<file path="src/rtl/enemy_row_phase_controller.sv">
// enemy_row_phase_controller
// Owns one row of enemies: registers the row base X, the 2-bit movement
// phase, the alive mask and the frame/step counters, and publishes each
// enemy's {x, y} position (or NONE when dead) to the sprite renderer.
module enemy_row_phase_controller #(
    parameter int          ENEMY_COUNT       = 8,
    parameter logic [9:0]  SPACING           = 10'd48,
    parameter logic [9:0]  INIT_X            = 10'd152,
    parameter logic [8:0]  VERTICAL_POSITION = 9'd48,
    parameter int          FRAME_DIV         = 4,
    parameter int          STEPS_PER_PHASE   = 32,
    parameter logic [18:0] NONE              = {19{1'b1}},
    parameter int          IDX_W             = (ENEMY_COUNT > 1) ? $clog2(ENEMY_COUNT) : 1
) (
    input  logic                      i_Clk,
    input  logic                      i_Rst_n,
    input  logic                      i_Start,
    input  logic                      i_FrameTick,
    input  logic                      i_HitValid,
    input  logic [IDX_W-1:0]          i_HitIndex,
    output logic [1:0]                o_PhaseState,
    output logic [ENEMY_COUNT-1:0]    o_EnemyState,
    output logic [19*ENEMY_COUNT-1:0] o_EnemyPosition,
    output logic                      o_RowCleared
);

    // Encoding keeps CLEARED in its own bit so o_RowCleared is a plain flop.
    localparam logic [1:0] ST_IDLE    = 2'b00;
    localparam logic [1:0] ST_RUN     = 2'b01;
    localparam logic [1:0] ST_CLEARED = 2'b10;

    localparam int FRAME_W = (FRAME_DIV > 1) ? $clog2(FRAME_DIV) : 1;
    localparam int STEP_W  = (STEPS_PER_PHASE > 1) ? $clog2(STEPS_PER_PHASE) : 1;

    localparam logic [FRAME_W-1:0] FRAME_LAST = FRAME_W'(FRAME_DIV - 1);
    localparam logic [STEP_W-1:0]  STEP_LAST  = STEP_W'(STEPS_PER_PHASE - 1);
    localparam logic [IDX_W:0]     HIT_LIMIT  = (IDX_W + 1)'(ENEMY_COUNT);

    logic [1:0]             state;
    logic [9:0]             baseX;
    logic [1:0]             phase;
    logic [FRAME_W-1:0]     frameCnt;
    logic [STEP_W-1:0]      stepCnt;
    logic [ENEMY_COUNT-1:0] alive;

    logic [ENEMY_COUNT-1:0] hitMask;
    logic [ENEMY_COUNT-1:0] aliveAfterHit;
    logic                   stepNow;
    logic                   movingRight;

    // Decode the hit report into a one-hot kill mask; out-of-range indices kill nothing.
    always_comb begin
        // NOTE: default every always_comb output first so no path leaves it unassigned (no latch).
        hitMask = '0;
        if (i_HitValid && ({1'b0, i_HitIndex} < HIT_LIMIT)) begin
            hitMask[i_HitIndex] = 1'b1;
        end
    end

    assign aliveAfterHit = alive & ~hitMask;
    assign stepNow       = i_FrameTick && (frameCnt == FRAME_LAST);
    // Phases 01 and 10 move right; 00 and 11 move left.
    assign movingRight   = phase[0] ^ phase[1];

    // Row state: start reinitialises, RUN advances movement and applies hits.
    always_ff @(posedge i_Clk or negedge i_Rst_n) begin
        if (!i_Rst_n) begin
            // NOTE: sequential state uses non-blocking assignments so every flop samples pre-edge values.
            state    <= ST_IDLE;
            baseX    <= INIT_X;
            phase    <= 2'b00;
            frameCnt <= '0;
            stepCnt  <= '0;
            alive    <= '0;
        end else if (i_Start) begin
            state    <= ST_RUN;
            baseX    <= INIT_X;
            phase    <= 2'b00;
            frameCnt <= '0;
            stepCnt  <= '0;
            alive    <= '1;
        end else if (state == ST_RUN) begin
            if (i_FrameTick) begin
                if (stepNow) begin
                    frameCnt <= '0;
                    baseX    <= movingRight ? baseX + 10'd1 : baseX - 10'd1;
                    if (stepCnt == STEP_LAST) begin
                        stepCnt <= '0;
                        phase   <= phase + 2'd1;
                    end else begin
                        stepCnt <= stepCnt + STEP_W'(1);
                    end
                end else begin
                    frameCnt <= frameCnt + FRAME_W'(1);
                end
            end
            alive <= aliveAfterHit;
            if (aliveAfterHit == '0) begin
                state <= ST_CLEARED;
            end
        end
    end

    // Per-enemy position: fixed offset from the base, modulo-1024 in X.
    for (genvar i = 0; i < ENEMY_COUNT; i++) begin : g_pos
        localparam logic [9:0] OFFSET = 10'((i * int'(SPACING)) % 1024);
        assign o_EnemyPosition[19*i +: 19] = alive[i] ? {baseX + OFFSET, VERTICAL_POSITION} : NONE;
    end

    assign o_PhaseState = phase;
    assign o_EnemyState = alive;
    assign o_RowCleared = state[1];

endmodule
</file>
<file path="config.mk">
export PLATFORM = sky130hd
export DESIGN_NAME = enemy_row_phase_controller
export DESIGN_NICKNAME = d
export VERILOG_FILES = /design/src/rtl/enemy_row_phase_controller.sv
export SDC_FILE = /design/constraint.sdc
export NUM_CORES = 1
export LEC_CHECK = 0
export CAP_MARGIN = 25
export CORE_UTILIZATION = 43
export CTS_CLUSTER_DIAMETER = 120
export DETAILED_ROUTE_END_ITERATION = 8
export HOLD_SLACK_MARGIN = 0.02
export PLACE_DENSITY = 0.88
export SYNTH_ARGS = -nofsm -noshare
export SYNTH_HDL_FRONTEND = slang
export SYNTH_SLANG_ARGS = --single-unit
export TNS_END_PERCENT = 30
</file>
<file path="constraint.sdc">
create_clock -name i_Clk -period 3.55 [get_ports i_Clk]
set_input_delay 0.5325 -clock i_Clk [delete_from_list [all_inputs] [get_ports i_Clk]]
set_output_delay 0.5325 -clock i_Clk [all_outputs]
set_load 0.05 [all_outputs]
</file>
; Yosys cells after proc, flatten, opt, wreduce, memory -nomap -nowiden
; Cells that the tools add are included.
[word_totals]
reg_bits = 29
wordCells = 73
[classes]
n_reduce_logical = 12
bitwise_logic = 3
n_addsub = 12
eq_ne = 3
magnitude_cmp = 2
n_mux = 35
[op_table]
columns = cell, n
row1 = 19-bit two-way mux, 8
row2 = 10-bit two-way mux, 5
row3 = "10-bit by 8-bit adder with 10-bit output, second input constant", 3
row4 = 5-bit two-way mux, 5
row5 = 2-bit two-way mux, 12
row6 = 8-bit two-way mux, 3
row7 = "10-bit by 9-bit adder with 10-bit output, second input constant", 2
row8 = "10-bit by 1-bit adder with 10-bit output, second input constant", 1
row9 = "10-bit by 6-bit adder with 10-bit output, second input constant", 1
row10 = "10-bit by 7-bit adder with 10-bit output, second input constant", 1
row11 = 2-bit nonzero test, 5
row12 = "10-bit by 1-bit subtractor with 10-bit output, second input constant", 1
row13 = 8-bit bitwise AND, 1
row14 = 8-bit zero test, 1
row15 = 8-bit inverter, 1
row16 = "5-bit by 1-bit adder with 5-bit output, second input constant", 1
row17 = "5-bit == test, second input constant", 1
row18 = "2-bit by 1-bit adder with 2-bit output, second input constant", 2
row19 = "3-bit by 4-bit < comparator with 1-bit output, second input constant", 1
row20 = 2-bit AND reduction, 2
row21 = 4-bit AND reduction, 1
row22 = 1-bit demux with 3-bit select, 1
row23 = "3-bit by 1-bit greater-or-equal comparator with 1-bit output, second input constant", 1
row24 = 3-bit AND reduction, 1
row25 = other kinds (5), 6

; Depth between registers and ports, before layout
[logic_depth]
ltp_word = 11
ltp_mapped = 7
mapped_depth_nobuf = 7

; Worst setup path after synthesis
; Ideal clock, no wire load.
[synth_path]
kind = flip-flop to output port
from = reg baseX[6]
to = out o_EnemyPosition[113]
path_buffers = 1
path_stages_with_launch = 8
t_arrival_ns = 1.924
slack_ns = 1.093
cell_sequence = dfrtp_1 > clkbuf_1 > inv_1 > ha_1 > a21boi_0 > a21boi_1 > xnor2_1 > nand2_1
[synth_via]
elab_chain_cells = 2
[synth_rtl]
columns = element, line_no
row1 = "start, declared", 40  ; logic [9:0] baseX;
row2 = "start signal, assigned", 86  ; baseX <= movingRight ? baseX + 10'd1 : baseX - 10'd1;
row3 = 10-bit by 8-bit adder with 10-bit output, 107  ; assign o_EnemyPosition[19*i +: 19] = alive[i] ? {baseX + OFFSET, VERTICAL_POSITION} : NONE;
row4 = 19-bit two-way mux, 107
row5 = "end, declared", 23  ; output logic [19*ENEMY_COUNT-1:0] o_EnemyPosition,
; Every way passes these cells.

; Worst setup path after layout
[layout_path]
from = reg baseX[7]
to = out o_EnemyPosition[74]
; The elaborated chain is that of the path after synthesis.

==> key figures <==
Clock tree
  • CTS Hold Buffers Added: 0
  • CTS HTree Levels: 2
  • Worst-Skew Late Latency: 0.29 ns
  • Max clock buf depth: 2
  • Clock slew at reported path FFs: 0.07 ns
  • Post-CTS resize count: 0
  • Clk sinks: 29
  • CTS tree: done
  • Cts bufs inserted: 5
  • Post-CTS setup buffer count: 0
  • Root Driver: clkbuf_8

Layout
  • Fill cell count: 583
  • Area grow syn2layout: 40.8%
  • Commonest non-fill, non-tap cells in the layout: clkdlybuf4s50_1, nand2_1, nand2b_1
  • Layout cells sized above 1: 0.0400
  • Commonest non-fill, non-tap cell in the layout: clkdlybuf4s50_1
  • Antenna Cells: 0
  • Finished Layout Cells: 596
  • Final net count: 522
  • Storage cell area: 729 um^2
  • Multi-input logic area: 1800 um^2

Yosys
  • Post-Syn Area: 3110 um^2
  • Synth top area share: 0.210
  • Post-synth EDFFs: 0
  • Largest family of logic cells by synthesized area: simple AND/OR/NAND/NOR gates
  • Post-synth top area cell: dfrtp_1
  • Synth warn: 0
  • Number of library cell types mapped by synthesis: 50
  • Top post-synthesis cells by area: dfrtp_1, buf_4, nand2b_1
  • Synth Area in Compound Gates: 0.0886
  • Syn_area_per_cell: 7.59 um^2
  • Adder-Cell Fraction of Synth Area: 0.0604
  • Post-Synthesis Cells: 409
  • XOR/XNOR Fraction of Synth Area: 0.0782
  • Post-synth ARST share: 1.00
  • Post-synthesis sequential area ratio: 0.235
  • Synth Flop Type: dfrtp_1
  • Post-Synth Simple-Gate Area: 0.303
  • Mux cell area share after synthesis: 0.0310
  • Seq cells post-synth: 29

Critical path
  • CP arrival: 2.83 ns
  • RR Endpoint: baseX[6]
  • Crit path cell chain: clkinv_1, ha_1, a21oi_1, xor2_1, nand2_1, clkdlybuf4s50_1
  • RR Startpoint: o_PhaseState[0]
  • Flop-to-flop setup slack: 1.18 ns
  • Reg2Reg Depth: 7
  • Delay-heaviest family, CP: buffers and inverters
  • Required @ worst endpoint: 3.02 ns
  • Crit-path max FO: 15
  • CP Class: flop to primary output
  • Crit start category: flop
  • Crit. End Element: primary output
  • Crit path buffers/inverters: 2
  • CP max stage delay: 0.81 ns
  • Slowest-stage cell, CP: clkdlybuf4s50_1

Worst hold path
  • Hold-critical path depth: 2
  • Hold path startpoint: frameCnt[1]
  • Worst hold path type: flop to flop
  • Hold endpoint: frameCnt[1]

Detailed routing
  • Via-to-Cell Ratio: 5.08
  • Remaining DRCs: 0
  • DR iter-0 viols: 242
  • Routed Wire Length: 8970 um
  • Per-cell routed wire length: 15.1 um
  • Via count: 3028
  • Post-route ant nets: 0
  • DRT Pass-1 Iters: 4

GRT
  • Initial antenna violation count: 0
  • Largest net degree at the start of global routing: 30
  • Overflow after GRT: 0
  • GRT Total Usage: 0.239
  • Vias in the first global route: 2775
  • First-pass GRT wire length: 14000 um

Timing
  • Fin. max-slew vios: 0
  • # setup viols final: 0
  • Tcrit/Tclk final: 0.946
  • Final setup TNS: 0 ns
  • Fmax: 298 MHz
  • Final Critical Period: 3.36 ns
  • Max_slew headroom: 0.546
  • Slew of the pin with the lowest slew margin: 0.680 ns
  • Setup Skew: 0.00658 ns
  • Unrepaired setup endpoints after global routing: no
  • Final hold vios: 0

Status
  • Status: completed

Floorplanning
  • Core area: 6870 um^2
  • # rows: 30
  • Die H: 87.0 um
  • Io pins: 171
  • Die area: 7570 um^2
  • Die W: 87.0 um
  • Initial cell density of the core: 0.452

Power and ir drop
  • Worst VDD drop: 0.144 mV
  • Part of the power in registers: 0.342
  • Switching pwr: 420 uW
  • Clock power frac: 0.296
  • Sw Share: 0.407
  • Cell Pwr Density: 236 nW/um^2
  • P_leak: 2.01 nW
  • Comb pwr share: 0.362
  • Pint: 613 uW
  • Tot Pwr: 1.03 mW

Placed design
  • Dpl cells: 588
  • GP Congestion: 0.888
  • Port Buffers: 154
  • DP HPWL: 6670 um

Flow run
  • Max-cap viol count: 0
[synthesized netlist by cell type (2+ instances only)]
library cell	number
dfstp_2	3
nand2b_1	39
nand4_1	5
nand2_1	58
or3_1	5
mux2_1	5
mux2i_1	4
nor3_1	5
clkbuf_1	23
xnor2_1	14
nor4_1	3
nand3b_1	2
nor2b_1	6
nor3b_1	4
inv_1	12
ha_1	15
nand4b_1	3
nand3_1	9
o21ai_0	14
nor2_1	24
a21oi_1	23
dfrtp_1	26
xor2_1	10
and3_1	6
buf_2	3
buf_4	64
[power by group through the flow]
stage | combinational, mW | sequential, mW | clock [mW]
global placement | 0.371 | 0.359 | 0
detailed placement | 0.375 | 0.359 | 0
global route | 0.389 | 0.355 | 0.327
finish | 0.375 | 0.353 | 0.306
CTS | 0.375 | 0.353 | 0.311
floorplan | 0.292 | 0.358 | 0
[cell families after synthesis]
logic type | Yosys count
and+or+nand+nor | 178
buffers and inverters | 103
AOI/OAI and AO/OA | 48
DFF | 29
xor gates and xnor gates | 26
adders and majority gates | 15
muxes | 9
other | 1
[sequential cells by signal (all words and copies together), names as in the netlist]
register and cells:
frameCnt 2, state 2, o_PhaseState 2, stepCnt 5, baseX 10, o_EnemyState 8
[per-layer routing]
layer	GRT usage	wire [um]	vias up
met2	0.437	4670	120
met5	0	0	-
met1	0.271	3570	1457
met3	0.0427	536	17
li1	-	-	1434
met4	0.102	196	0
[worst reg2reg max path, delay by kind of cell (launching register included)]
kind / cells / cell delay (ns)
flops: 1 / 0.50
mux: 1 / 0.35
fa+ha+maj: 1 / 0.27
simple gates: 2 / 0.35
xor+xnor: 2 / 0.56
compound gates: 1 / 0.23
[metrics by stage]
step / instance area [um^2] / hold WS [ns] / util / setup WS, ns
6_report: 4370 / 0.540 / 0.637 / 0.191
5_1_grt: 4370 / 0.593 / 0.637 / 0.0562
4_1_cts: 4370 / 0.540 / 0.637 / 0.204
3_5_place_dp: 4270 / 0.531 / 0.622 / 0.520
3_3_place_gp: 4270 / 0.516 / 0.622 / 0.602
2_1_floorplan: 3160 / 0.237 / - / 1.09
[final cells by class]
| type | instances | area share |
|---|---|---|
| inverter | 13 | 0.0112 |
| tap | 96 | 0.0275 |
| multi-input combinational | 292 | 0.412 |
| clock inverter | 1 | 0.00114 |
| sequential | 29 | 0.167 |
| timing repair buffer | 158 | 0.359 |
| clock buffer | 7 | 0.0220 |
[how the worst max path moves through the flow]
stage              from                    to  cells after the start
2_1_floorplan  baseX[6]  o_EnemyPosition[113]                      7
5_1_grt        baseX[5]  o_EnemyPosition[113]                      7
3_3_place_gp   baseX[7]   o_EnemyPosition[74]                      6
6_report       baseX[7]   o_EnemyPosition[74]                      6
3_5_place_dp   baseX[7]   o_EnemyPosition[74]                      6
4_1_cts        baseX[7]   o_EnemyPosition[74]                      6
(Power assumes the default switching activity.)
